$ cat src/rtl/note_event_fifo.sv
// rtl/note_event_fifo.sv - debounced note press/release events, timestamped and queued in a show-ahead FIFO
// Optional NOTE_EVT_DURATION_EN: release entries carry ticks held instead of the absolute timestamp.
module note_event_fifo #(
  parameter int DEPTH         = 16,
  parameter int STABLE_CYCLES = 4,
  parameter int TICK_DIV      = 100000
) (
  input  logic                   clk,
  input  logic                   reset,
  input  logic [3:0]             note_id,
  input  logic [2:0]             octave,
  input  logic                   play_en,
  input  logic                   rd_en,
  input  logic                   clear,
  output logic [23:0]            evt_data,
  output logic                   empty,
  output logic                   full,
  output logic [$clog2(DEPTH):0] count,
  output logic                   overflow,
  output logic [3:0]             cur_note
);

  localparam int AW = $clog2(DEPTH);
  localparam int RW = (STABLE_CYCLES > 1) ? $clog2(STABLE_CYCLES) : 1;
  localparam int PW = $clog2(TICK_DIV);
  localparam logic [RW-1:0] RUN_MAX   = RW'(STABLE_CYCLES - 1);
  localparam logic [PW-1:0] PRESC_MAX = PW'(TICK_DIV - 1);
  localparam logic [AW:0]   DEPTH_C   = (AW + 1)'(DEPTH);

  localparam logic [1:0] ST_IDLE = 2'd0;
  localparam logic [1:0] ST_HELD = 2'd1;
  localparam logic [1:0] ST_SWAP = 2'd2;

  logic [3:0]    eff;
  logic [3:0]    raw_q, raw_d;
  logic [3:0]    cand_q, cand_d;
  logic [RW-1:0] run_q, run_d;
  logic [3:0]    cur_q, cur_d;
  logic [PW-1:0] presc_q, presc_d;
  logic [15:0]   time_q, time_d;
  logic          tick;
  logic [1:0]    state_q, state_d;
  logic [3:0]    held_q, held_d;
  logic [2:0]    held_oct_q, held_oct_d;
  logic [3:0]    pend_q, pend_d;
  logic [AW-1:0] rd_ptr_q, rd_ptr_d;
  logic [AW-1:0] wr_ptr_q, wr_ptr_d;
  logic [AW:0]   count_q, count_d;
  logic          ovf_q, ovf_d;
  logic [23:0]   mem_q [DEPTH];
  logic          wr_req;
  logic [23:0]   wr_entry;
  logic [15:0]   rel_time;
  logic          pop;
  logic          push_ok;
  logic          mem_we;

  always_comb begin
    eff = 4'd0;
    if (play_en && (note_id >= 4'd1) && (note_id <= 4'd12)) eff = note_id;
    raw_d = eff;
  end

  // A new candidate restarts the run; cur_note follows only after a saturated run.
  always_comb begin
    cand_d = cand_q;
    run_d  = run_q;
    cur_d  = cur_q;
    if (raw_q != cand_q) begin
      cand_d = raw_q;
      run_d  = '0;
    end else if (run_q == RUN_MAX) begin
      cur_d = cand_q;
    end else begin
      run_d = run_q + RW'(1);
    end
  end

  always_comb begin
    tick    = (presc_q == PRESC_MAX);
    presc_d = tick ? '0 : presc_q + PW'(1);
    time_d  = tick ? time_q + 16'd1 : time_q;
  end

`ifdef NOTE_EVT_DURATION_EN
  logic [15:0] held_ticks_q, held_ticks_d;

  always_comb begin
    held_ticks_d = held_ticks_q;
    if (wr_req && wr_entry[23]) begin
      held_ticks_d = 16'd0;
    end else if (tick && (held_ticks_q != 16'hFFFF)) begin
      held_ticks_d = held_ticks_q + 16'd1;
    end
  end

  always_ff @(posedge clk) begin
    if (reset) held_ticks_q <= 16'd0;
    else       held_ticks_q <= held_ticks_d;
  end

  assign rel_time = held_ticks_q;
`else
  assign rel_time = time_q;
`endif

  // SWAP splits a direct note change into release-then-press, one write per cycle.
  always_comb begin
    state_d    = state_q;
    held_d     = held_q;
    held_oct_d = held_oct_q;
    pend_d     = pend_q;
    wr_req     = 1'b0;
    wr_entry   = 24'd0;
    case (state_q)
      ST_IDLE: begin
        if (cur_q != 4'd0) begin
          wr_req     = 1'b1;
          wr_entry   = {1'b1, octave, cur_q, time_q};
          held_d     = cur_q;
          held_oct_d = octave;
          state_d    = ST_HELD;
        end
      end
      ST_HELD: begin
        if (cur_q != held_q) begin
          wr_req   = 1'b1;
          wr_entry = {1'b0, held_oct_q, held_q, rel_time};
          pend_d   = cur_q;
          state_d  = (cur_q == 4'd0) ? ST_IDLE : ST_SWAP;
        end
      end
      ST_SWAP: begin
        wr_req     = 1'b1;
        wr_entry   = {1'b1, octave, pend_q, time_q};
        held_d     = pend_q;
        held_oct_d = octave;
        state_d    = ST_HELD;
      end
      default: state_d = ST_IDLE;
    endcase
    if (clear) begin
      state_d = ST_IDLE;
      wr_req  = 1'b0;
    end
  end

  always_comb begin
    pop      = rd_en && (count_q != '0);
    push_ok  = wr_req && ((count_q != DEPTH_C) || pop);
    rd_ptr_d = rd_ptr_q;
    wr_ptr_d = wr_ptr_q;
    count_d  = count_q;
    ovf_d    = ovf_q;
    if (clear) begin
      rd_ptr_d = '0;
      wr_ptr_d = '0;
      count_d  = '0;
      ovf_d    = 1'b0;
    end else begin
      if (pop)     rd_ptr_d = rd_ptr_q + AW'(1);
      if (push_ok) wr_ptr_d = wr_ptr_q + AW'(1);
      if (push_ok && !pop)      count_d = count_q + (AW + 1)'(1);
      else if (!push_ok && pop) count_d = count_q - (AW + 1)'(1);
      if (wr_req && !push_ok)   ovf_d = 1'b1;
    end
    mem_we = push_ok && !clear;
  end

  always_ff @(posedge clk) begin
    if (mem_we) mem_q[wr_ptr_q] <= wr_entry;
  end

  always_ff @(posedge clk) begin
    if (reset) begin
      raw_q      <= 4'd0;
      cand_q     <= 4'd0;
      run_q      <= '0;
      cur_q      <= 4'd0;
      presc_q    <= '0;
      time_q     <= 16'd0;
      state_q    <= ST_IDLE;
      held_q     <= 4'd0;
      held_oct_q <= 3'd0;
      pend_q     <= 4'd0;
      rd_ptr_q   <= '0;
      wr_ptr_q   <= '0;
      count_q    <= '0;
      ovf_q      <= 1'b0;
    end else begin
      raw_q      <= raw_d;
      cand_q     <= cand_d;
      run_q      <= run_d;
      cur_q      <= cur_d;
      presc_q    <= presc_d;
      time_q     <= time_d;
      state_q    <= state_d;
      held_q     <= held_d;
      held_oct_q <= held_oct_d;
      pend_q     <= pend_d;
      rd_ptr_q   <= rd_ptr_d;
      wr_ptr_q   <= wr_ptr_d;
      count_q    <= count_d;
      ovf_q      <= ovf_d;
    end
  end

  assign empty    = (count_q == '0);
  assign full     = (count_q == DEPTH_C);
  assign count    = count_q;
  assign overflow = ovf_q;
  assign cur_note = cur_q;
  assign evt_data = empty ? 24'd0 : mem_q[rd_ptr_q];

endmodule

$ cat config.mk
export PLATFORM = sky130hd
export DESIGN_NAME = note_event_fifo
export DESIGN_NICKNAME = d
export VERILOG_FILES = /design/src/rtl/note_event_fifo.sv
export SDC_FILE = /design/constraint.sdc
export NUM_CORES = 1
export LEC_CHECK = 0
export ABC_CLOCK_PERIOD_IN_PS = 5250
export BUFFER_PORTS_ARGS = -buffer_cell sky130_fd_sc_hd__buf_2
export CORE_MARGIN = 10
export CORE_UTILIZATION = 48
export CTS_CLUSTER_DIAMETER = 100
export DETAILED_ROUTE_END_ITERATION = 10
export GPL_TIMING_DRIVEN = 0
export PLACE_DENSITY = 0.72
export SYNTH_ARGS = -nofsm -noshare
export SYNTH_HDL_FRONTEND = slang
export SYNTH_SLANG_ARGS = --single-unit
$ cat constraint.sdc
create_clock -name clk -period 5.25 [get_ports clk]
set_input_delay 0 -clock clk [delete_from_list [all_inputs] [get_ports clk]]
set_output_delay 0 -clock clk [all_outputs]
set_load 0.03 [all_outputs]
==> results of run 1 <==
[per-layer routing]
layer	up-vias	global-route usage, %
met4	0	3.40
met2	273	28.7
met1	4760	21.2
met3	45	2.95
li1	4253	-
met5	-	0
[how the worst max path moves through the flow]
| stage | endpoint | cells after the start | start |
|---|---|---|---|
| after floorplan | mem_q[0][0] | 6 | cur_note[3] |
| after global placement | mem_q[0][11] | 6 | cur_note[3] |
| after detailed placement | count[4] | 12 | cur_note[3] |
| after CTS | count[4] | 12 | cur_note[3] |
| after global routing | count[4] | 12 | cur_note[3] |
| final | count[4] | 12 | cur_note[3] |
[critical path: stages (launching register included)]
cell and delay (ns):
dfxtp_1 0.38, nor4_1 0.52, a21o_1 0.20, buf_2 0.22, a21oi_2 0.15, ha_1 0.27
inv_1 0.15, ha_1 0.26, nor2b_1 0.13, o21a_1 0.17, or4_1 0.42, a211oi_1 0.25
a31o_2 0.13
[flip-flops by register name, indices dropped and copies added, names as in the netlist, 3 cells and up, named ones only]
name / flops
presc_q: 17
cand_q: 4
pend_q: 4
cur_note: 4
mem_q: 384
raw_q: 4
rd_ptr_q: 4
count: 5
held_oct_q: 3
held_q: 4
rel_time: 16
wr_ptr_q: 4
[through the flow]
stage                     std cells  power (mW)  worst slack (ns)  utilization [%]  hold WS (ns)
after floorplan                1022        4.06              1.65                -         0.108
after global placement         1580        4.08            -0.379             50.9         0.250
after detailed placement       1592        4.09              1.93             51.5         0.261
after CTS                      1694        7.52              1.90             56.2         0.282
after global routing           1694        7.68              1.67             56.2         0.286
final                          1694        7.46              1.94             56.2         0.294
[Yosys cell counts (4+ instances only)]
cell,number,share of area (%)
a21o_1,5,0.21
a21oi_1,22,0.60
and3_1,5,0.17
and4_1,5,0.24
buf_1,4,0.082
buf_2,14,0.38
buf_4,7,0.29
clkbuf_1,23,0.47
dfxtp_1,78,8.6
edfxtp_1,384,63
ha_1,13,0.89
inv_1,15,0.31
mux2i_1,54,3.0
mux4_2,96,12
nand2_1,48,0.99
nand2b_1,6,0.21
nand3_1,22,0.60
nand4_1,4,0.14
nor2_1,72,1.5
nor2b_1,20,0.69
nor3_1,6,0.16
nor3_2,6,0.33
nor4_1,9,0.31
o21ai_0,6,0.16
o22ai_1,24,0.82
xnor2_1,20,0.96
xor2_1,25,1.2
[where the power goes]
part           internal [mW]  switching [mW]
registers               3.92         0.00490
logic                 0.0350          0.0542
clock network           2.09            1.36
[cell families after synthesis]
| logic type | after synthesis |
|---|---|
| flip-flops | 462 |
| AO/OA/AOI/OAI | 67 |
| buffers and inverters | 64 |
| AND/OR/NAND/NOR | 219 |
| multiplexers | 150 |
| adder cells (fa/ha/maj) | 14 |
| XOR/XNOR | 46 |
[what timing repair did]
action                                 in CTS  in global routing
gates resized for setup                     0                  0
hold buffers                               15                  0
endpoints found under the hold margin      20                  0
[cell type report]
class	count	area, sq um	share of cell area [%]
Sequential cell	462	13100	62.0
Multi-Input combinational cell	496	4970	23.5
Clock buffer	55	1240	5.86
Tap cell	511	639	3.03
Timing Repair Buffer	74	509	2.41
Clock inverter	32	379	1.80
Buffer	49	235	1.11
Inverter	15	56.3	0.267
==> summary.md, run 1 <==
| Metric | Value |
|---|---|
| Outcome | `complete, no violations` |
| Yosys Warn Count | `0` |
| Crit start category | `flip-flop` |
| Total clock sinks | `462` |
| Crit path arrival time | `3.80 ns` |
| Hold Path Class | `primary input to flip-flop` |
| Crit Path Max Fanout | `10` |
| Initial Util | `48.5%` |
| Met3 wire len | `2380 um` |
| Hold_sp | `octave[1]` |
| Complex-gate fraction of the synthesized area | `2.39%` |
| Peak supply drop | `0.243 mV` |
| TritonCTS Buffers | `47` |
| Pwr dens | `353 mW/mm^2` |
| Nets | `1171` |
| Clk Latency, worst-skew pair | `0.55 ns` |
| Worst path required time | `5.74 ns` |
| Setup violations, final | `0` |
| Final Cycle Share | `63.0%` |
| RSZ-0062 raised after global routing | `false` |
| Initial antenna violation count | `0` |
| Synth Area per Inst | `17.8 sq um` |
| Ports | `48` |
| M1 WL | `15600 um` |
| Fraction of synthesized area in multiplexers | `14.8%` |
| Chip height | `215 um` |
| Fin area | `0.0211 sq mm` |
| First-pass GRT wire length | `58600 um` |
| Dpl hpwl | `23800 um` |
| Diode count | `0` |
| Buffers added on ports | `47` |
| Core ar. | `0.0376 sq mm` |
| Drt pass-1 iters | `5` |
| WHS Endpoint | `held_oct_q[1]` |
| Per-cell routed wire length | `22.5 um` |
| Final Max Tran Viols | `0` |
| Drt drc | `0` |
| Largest net degree at the start of global routing | `25` |
| Fillers | `2790` |
| Seq/Total Area, Yosys | `71.8%` |
| Simple-gate share of the synthesized area | `6.18%` |
| Routed WL | `38200 um` |
| Final number of hold-violating endpoints | `0` |
| Post-CTS Setup Repair Bufs | `0` |
| Worst Max-Slew Pin Slew | `1.23 ns` |
| Number of global-route vias before repair | `9712` |
| Die area | `0.0462 sq mm` |
| Synth-to-layout area growth | `15.8%` |
| Routed wl met2 | `19600 um` |
| Rel. slew slack | `17.6%` |
| Adder-cell share of the synthesized area | `1.00%` |
| Vias per cell | `5.51` |
| DR vias | `9331` |
| CTS tree | `built` |
| Worst Reg-to-Reg Cells | `12` |
| Gpl congestion | `0.769` |
| 1st-iter DRT viols | `767` |
| Commonest cells after routing, fill and taps aside | `384 x edfxtp_1, 96 x mux4_2, 78 x dfxtp_1` |
| Root Buffer | `clkbuf_16` |
| Max-Cap Viols | `0` |
| Row Count | `71` |
| Post-synthesis xor/xnor area fraction | `2.25%` |
| Post-synth EDFFs | `384` |
| Max Freq | `302 MHz` |
| Worst hold path depth | `4` |
| Post-DP Area | `0.0194 sq mm` |
| FF-to-FF End | `count[4]` |
| Share of layout cells above drive strength 1 | `24.2%` |
| Top layer in use | `met4` |
| Gr usage total | `16.5%` |
| Cell variety after synth | `52` |
| Post-synth ARST share | `0%` |
| Main flop type after synthesis | `edfxtp_1` |
| Routed Antenna Nets | `0` |
| Clk_skew | `0.0188 ns` |
| Reg2Reg Setup Slack | `1.94 ns` |
| Commonest non-fill, non-tap cell in the layout | `edfxtp_1` |
| Die X | `215 um` |
| FF-to-FF Start | `cur_note[3]` |
| Syn_nets | `1048` |
| P_leak | `6.90 nW` |
| H-tree levels | `2` |
| Longest Clk Path Bufs | `3` |
| Largest family of logic cells by synthesized area | `multiplexers` |
| Gate Count Post-Synth | `1022` |
| Crit. End Element | `flip-flop` |
| Register bit count reported by yosys | `462` |
| Cell Area, Synth | `0.0182 sq mm` |
| TNS Setup | `0 ns` |
| Clk slew on worst S/H paths | `0.06 ns` |
| Grt ovf | `0` |
| Final Critical Period | `3.31 ns` |
| Crit Path Category | `flip-flop to flip-flop` |
No activity file was read; power rests on OpenSTA's default activity.
==> run 2: changes to the inputs <==
--- a/config.mk
+++ b/config.mk
@@ -5,14 +5,15 @@
 export SDC_FILE = /design/constraint.sdc
 export NUM_CORES = 1
 export LEC_CHECK = 0
-export ABC_CLOCK_PERIOD_IN_PS = 5250
+export ABC_AREA = 1
+export ABC_CLOCK_PERIOD_IN_PS = 2900
 export BUFFER_PORTS_ARGS = -buffer_cell sky130_fd_sc_hd__buf_2
 export CORE_MARGIN = 10
 export CORE_UTILIZATION = 48
 export CTS_CLUSTER_DIAMETER = 100
 export DETAILED_ROUTE_END_ITERATION = 10
 export GPL_TIMING_DRIVEN = 0
-export PLACE_DENSITY = 0.72
+export PLACE_DENSITY = 0.74
 export SYNTH_ARGS = -nofsm -noshare
 export SYNTH_HDL_FRONTEND = slang
 export SYNTH_SLANG_ARGS = --single-unit
==> constraint.sdc (replaced) <==
create_clock -name clk -period 2.9 [get_ports clk]
set_input_delay 0 -clock clk [delete_from_list [all_inputs] [get_ports clk]]
set_output_delay 0 -clock clk [all_outputs]
set_load 0.03 [all_outputs]
==> run 2 against run 1 <==
Against the previous run:
- sequential power rose by 81%
- non-clock buffer count rose by 41
- register-to-register slack got worse by 1.7 ns
- combinational power grew 130%
- count of clock-buffer cells in the layout up 7
- sequential share of layout area down 2.2 points
- synthesized cell count grew 68%
- via count up 50%
- utilization decreased by 0.11 points
- highest routed layer unchanged
==> summary.md, run 2 <==
| Metric | Value |
|---|---|
| Outcome | `complete, no violations` |
| Root Buffer | `clkbuf_16` |
| Post-synth ARST share | `0%` |
| Clk slew on worst S/H paths | `0.06 ns` |
| Yosys top cell area share | `60.4%` |
| Clk_skew | `0.0184 ns` |
| Register bit count reported by yosys | `462` |
| Largest reg by FF count | `mem_q` |
| Per-cell routed wire length | `22.0 um` |
| Crit path arrival time | `2.88 ns` |
| Grt ovf | `0` |
| Syn_nets | `1742` |
| Ports | `48` |
| Main flop type after synthesis | `edfxtp_1` |
| Gate Count Post-Synth | `1716` |
| Synth-to-layout area growth | `14.7%` |
| Post-synth EDFFs | `384` |
| Post-DP Area | `0.0203 sq mm` |
| Share of layout cells above drive strength 1 | `11.8%` |
| Worst path required time | `2.90 ns` |
| Initial Util | `48.9%` |
| Diode count | `0` |
| Worst hold path depth | `4` |
| Synth Area per Inst | `11.1 sq um` |
| Final number of hold-violating endpoints | `0` |
| NetSw | `2.60 mW` |
| Total clock sinks | `462` |
| FF-to-FF Start | `cur_note[2]` |
| Setup violations, final | `0` |
| Switching Share | `20.1%` |
| Drt drc | `0` |
| P_leak | `7.77 nW` |
| H-tree levels | `2` |
| Final Cycle Share | `99.2%` |
| Top-count cell post-synth | `edfxtp_1` |
| Synth area leaders | `edfxtp_1 60%, dfxtp_1 8.2%, nand2_1 5.8%` |
| 1st-iter DRT viols | `1978` |
| Final core area utilization | `56.1%` |
| Cells after DPL | `2290` |
| Drt pass-1 iters | `6` |
| Longest Clk Path Bufs | `3` |
| Hold slack | `0.313 ns` |
| TritonCTS Buffers | `46` |
| Final Critical Period | `2.88 ns` |
| Post-CTS Setup Repair Bufs | `0` |
| Chip height | `219 um` |
| Sequential power share | `55.0%` |
| Crit. End Element | `output port` |
| Buffers added on ports | `46` |
| Die X | `219 um` |
| Clk Latency, worst-skew pair | `0.56 ns` |
| Routed WL | `52500 um` |
| Nets | `1862` |
| Routed Antenna Nets | `0` |
| Peak supply drop | `0.612 mV` |
| Final Max Tran Viols | `0` |
| Initial antenna violation count | `0` |
| Yosys Warn Count | `0` |
| Commonest non-fill, non-tap cell in the layout | `edfxtp_1` |
| Max Freq | `348 MHz` |
| Clock Power Share | `43.4%` |
| Worst Max-Slew Pin Slew | `1.40 ns` |
| Cell variety after synth | `43` |
| Fillers | `3110` |
| Crit Path Category | `flip-flop to output port` |
| Gpl congestion | `0.871` |
| Comb power frac | `1.6%` |
| Rel. slew slack | `6.58%` |
| Row Count | `72` |
| Largest net degree at the start of global routing | `25` |
| Worst Reg-to-Reg Cells | `10` |
| Reg2Reg Setup Slack | `0.23 ns` |
| First-pass GRT wire length | `79600 um` |
| Commonest cells after routing, fill and taps aside | `384 x edfxtp_1, 295 x nand2_1, 239 x nor2_1` |
| Seq/Total Area, Yosys | `68.6%` |
| Cell Area, Synth | `0.0191 sq mm` |
| Number of flip-flops in the largest register | `384` |
| Pwr dens | `590 mW/mm^2` |
| Number of global-route vias before repair | `13700` |
| P_int | `10.3 mW` |
| Max-Cap Viols | `0` |
| Dpl hpwl | `33700 um` |
| RSZ-0062 raised after global routing | `true` |
| Cell taking the most area after synthesis | `edfxtp_1` |
| Final std cells w/o fill | `2388` |
| Hold Path Class | `primary input to flip-flop` |
| Gr usage total | `21.7%` |
| Vias per cell | `5.85` |
| DR vias | `14000` |
| CTS tree | `built` |
| Crit Path Max Fanout | `10` |
| Hold_sp | `octave[1]` |
| Core ar. | `0.0390 sq mm` |
| Total power | `12.9 mW` |
| Die area | `0.0481 sq mm` |
| Commonest cells post-synth | `384 x edfxtp_1, 295 x nand2_1, 257 x nor2_1, 132 x o21ai_0, 123 x a21oi_1` |
| Fin area | `0.0219 sq mm` |
| Crit start category | `flip-flop` |
[run 2: what timing repair did]
action | 4_1_cts | 5_1_grt
resized for setup | 0 | 19
hold buffers | 16 | 0
endpoints found under the hold margin | 27 | 0
setup endpoints to repair | 0 | 32
[run 2: path summary, 6_finish.rpt]
check | to
max | evt_data[0]
min | held_oct_q[1]
max reg2reg | mem_q[12][8]
min reg2reg | cand_q[2]
[run 2: metal layers]
metal / track usage (%) / vias up / share of wire [%]
li1: - / 6286 / -
met1: 27.4 / 6702 / 37
met2: 36.0 / 818 / 48
met3: 4.04 / 154 / 11
met4: 8.89 / 0 / 4.0
met5: 0 / - / 0
[run 2: power by group through the flow]
stage	clock network, mW	registers (mW)	logic, mW
6_report	5.61	7.11	0.202
5_1_grt	5.90	7.10	0.222
4_1_cts	5.62	7.11	0.201
3_5_place_dp	0	7.25	0.186
3_3_place_gp	0	7.25	0.181
2_1_floorplan	0	7.25	0.119
[run 2: metrics by stage]
step	TNS [ns]	worst slack [ns]
after global routing	-0.00235	-0.00235
after global placement	-361.14	-1.09
after CTS	0	0.00736
after floorplan	0	0.178
after detailed placement	0	0.125
final	0	0.0237
[run 2: area by class of cell]
| cell class | instances | area [sq um] | share of cell area (%) |
|---|---|---|---|
| inverter | 83 | 313 | 1.43 |
| multi-input combinational | 1079 | 5350 | 24.5 |
| buffer | 92 | 470 | 2.15 |
| clock buffer | 62 | 1260 | 5.78 |
| sequential | 462 | 13100 | 59.8 |
| tap | 518 | 648 | 2.96 |
| timing repair buffer | 72 | 598 | 2.73 |
| clock inverter | 20 | 139 | 0.635 |
[run 2: kinds of logic after synthesis]
group | count (synthesis) | share of synthesized area (%)
AO/OA/AOI/OAI | 346 | 10.3
XOR/XNOR | 21 | 0.964
adder cells (fa/ha/maj) | 14 | 0.957
buffers and inverters | 175 | 4.05
flip-flops | 462 | 68.6
multiplexers | 1 | 0.0525
AND/OR/NAND/NOR | 697 | 15.0
[run 2: worst max-delay path, cell delays in order, from the launching register on]
cell,delay [ns]
dfxtp_1,0.50
buf_4,0.23
buf_2,0.34
nand2_1,0.09
nand3_1,0.09
nand2_1,0.07
a21oi_1,0.17
o31ai_1,0.11
a21oi_1,0.43
buf_2,0.29
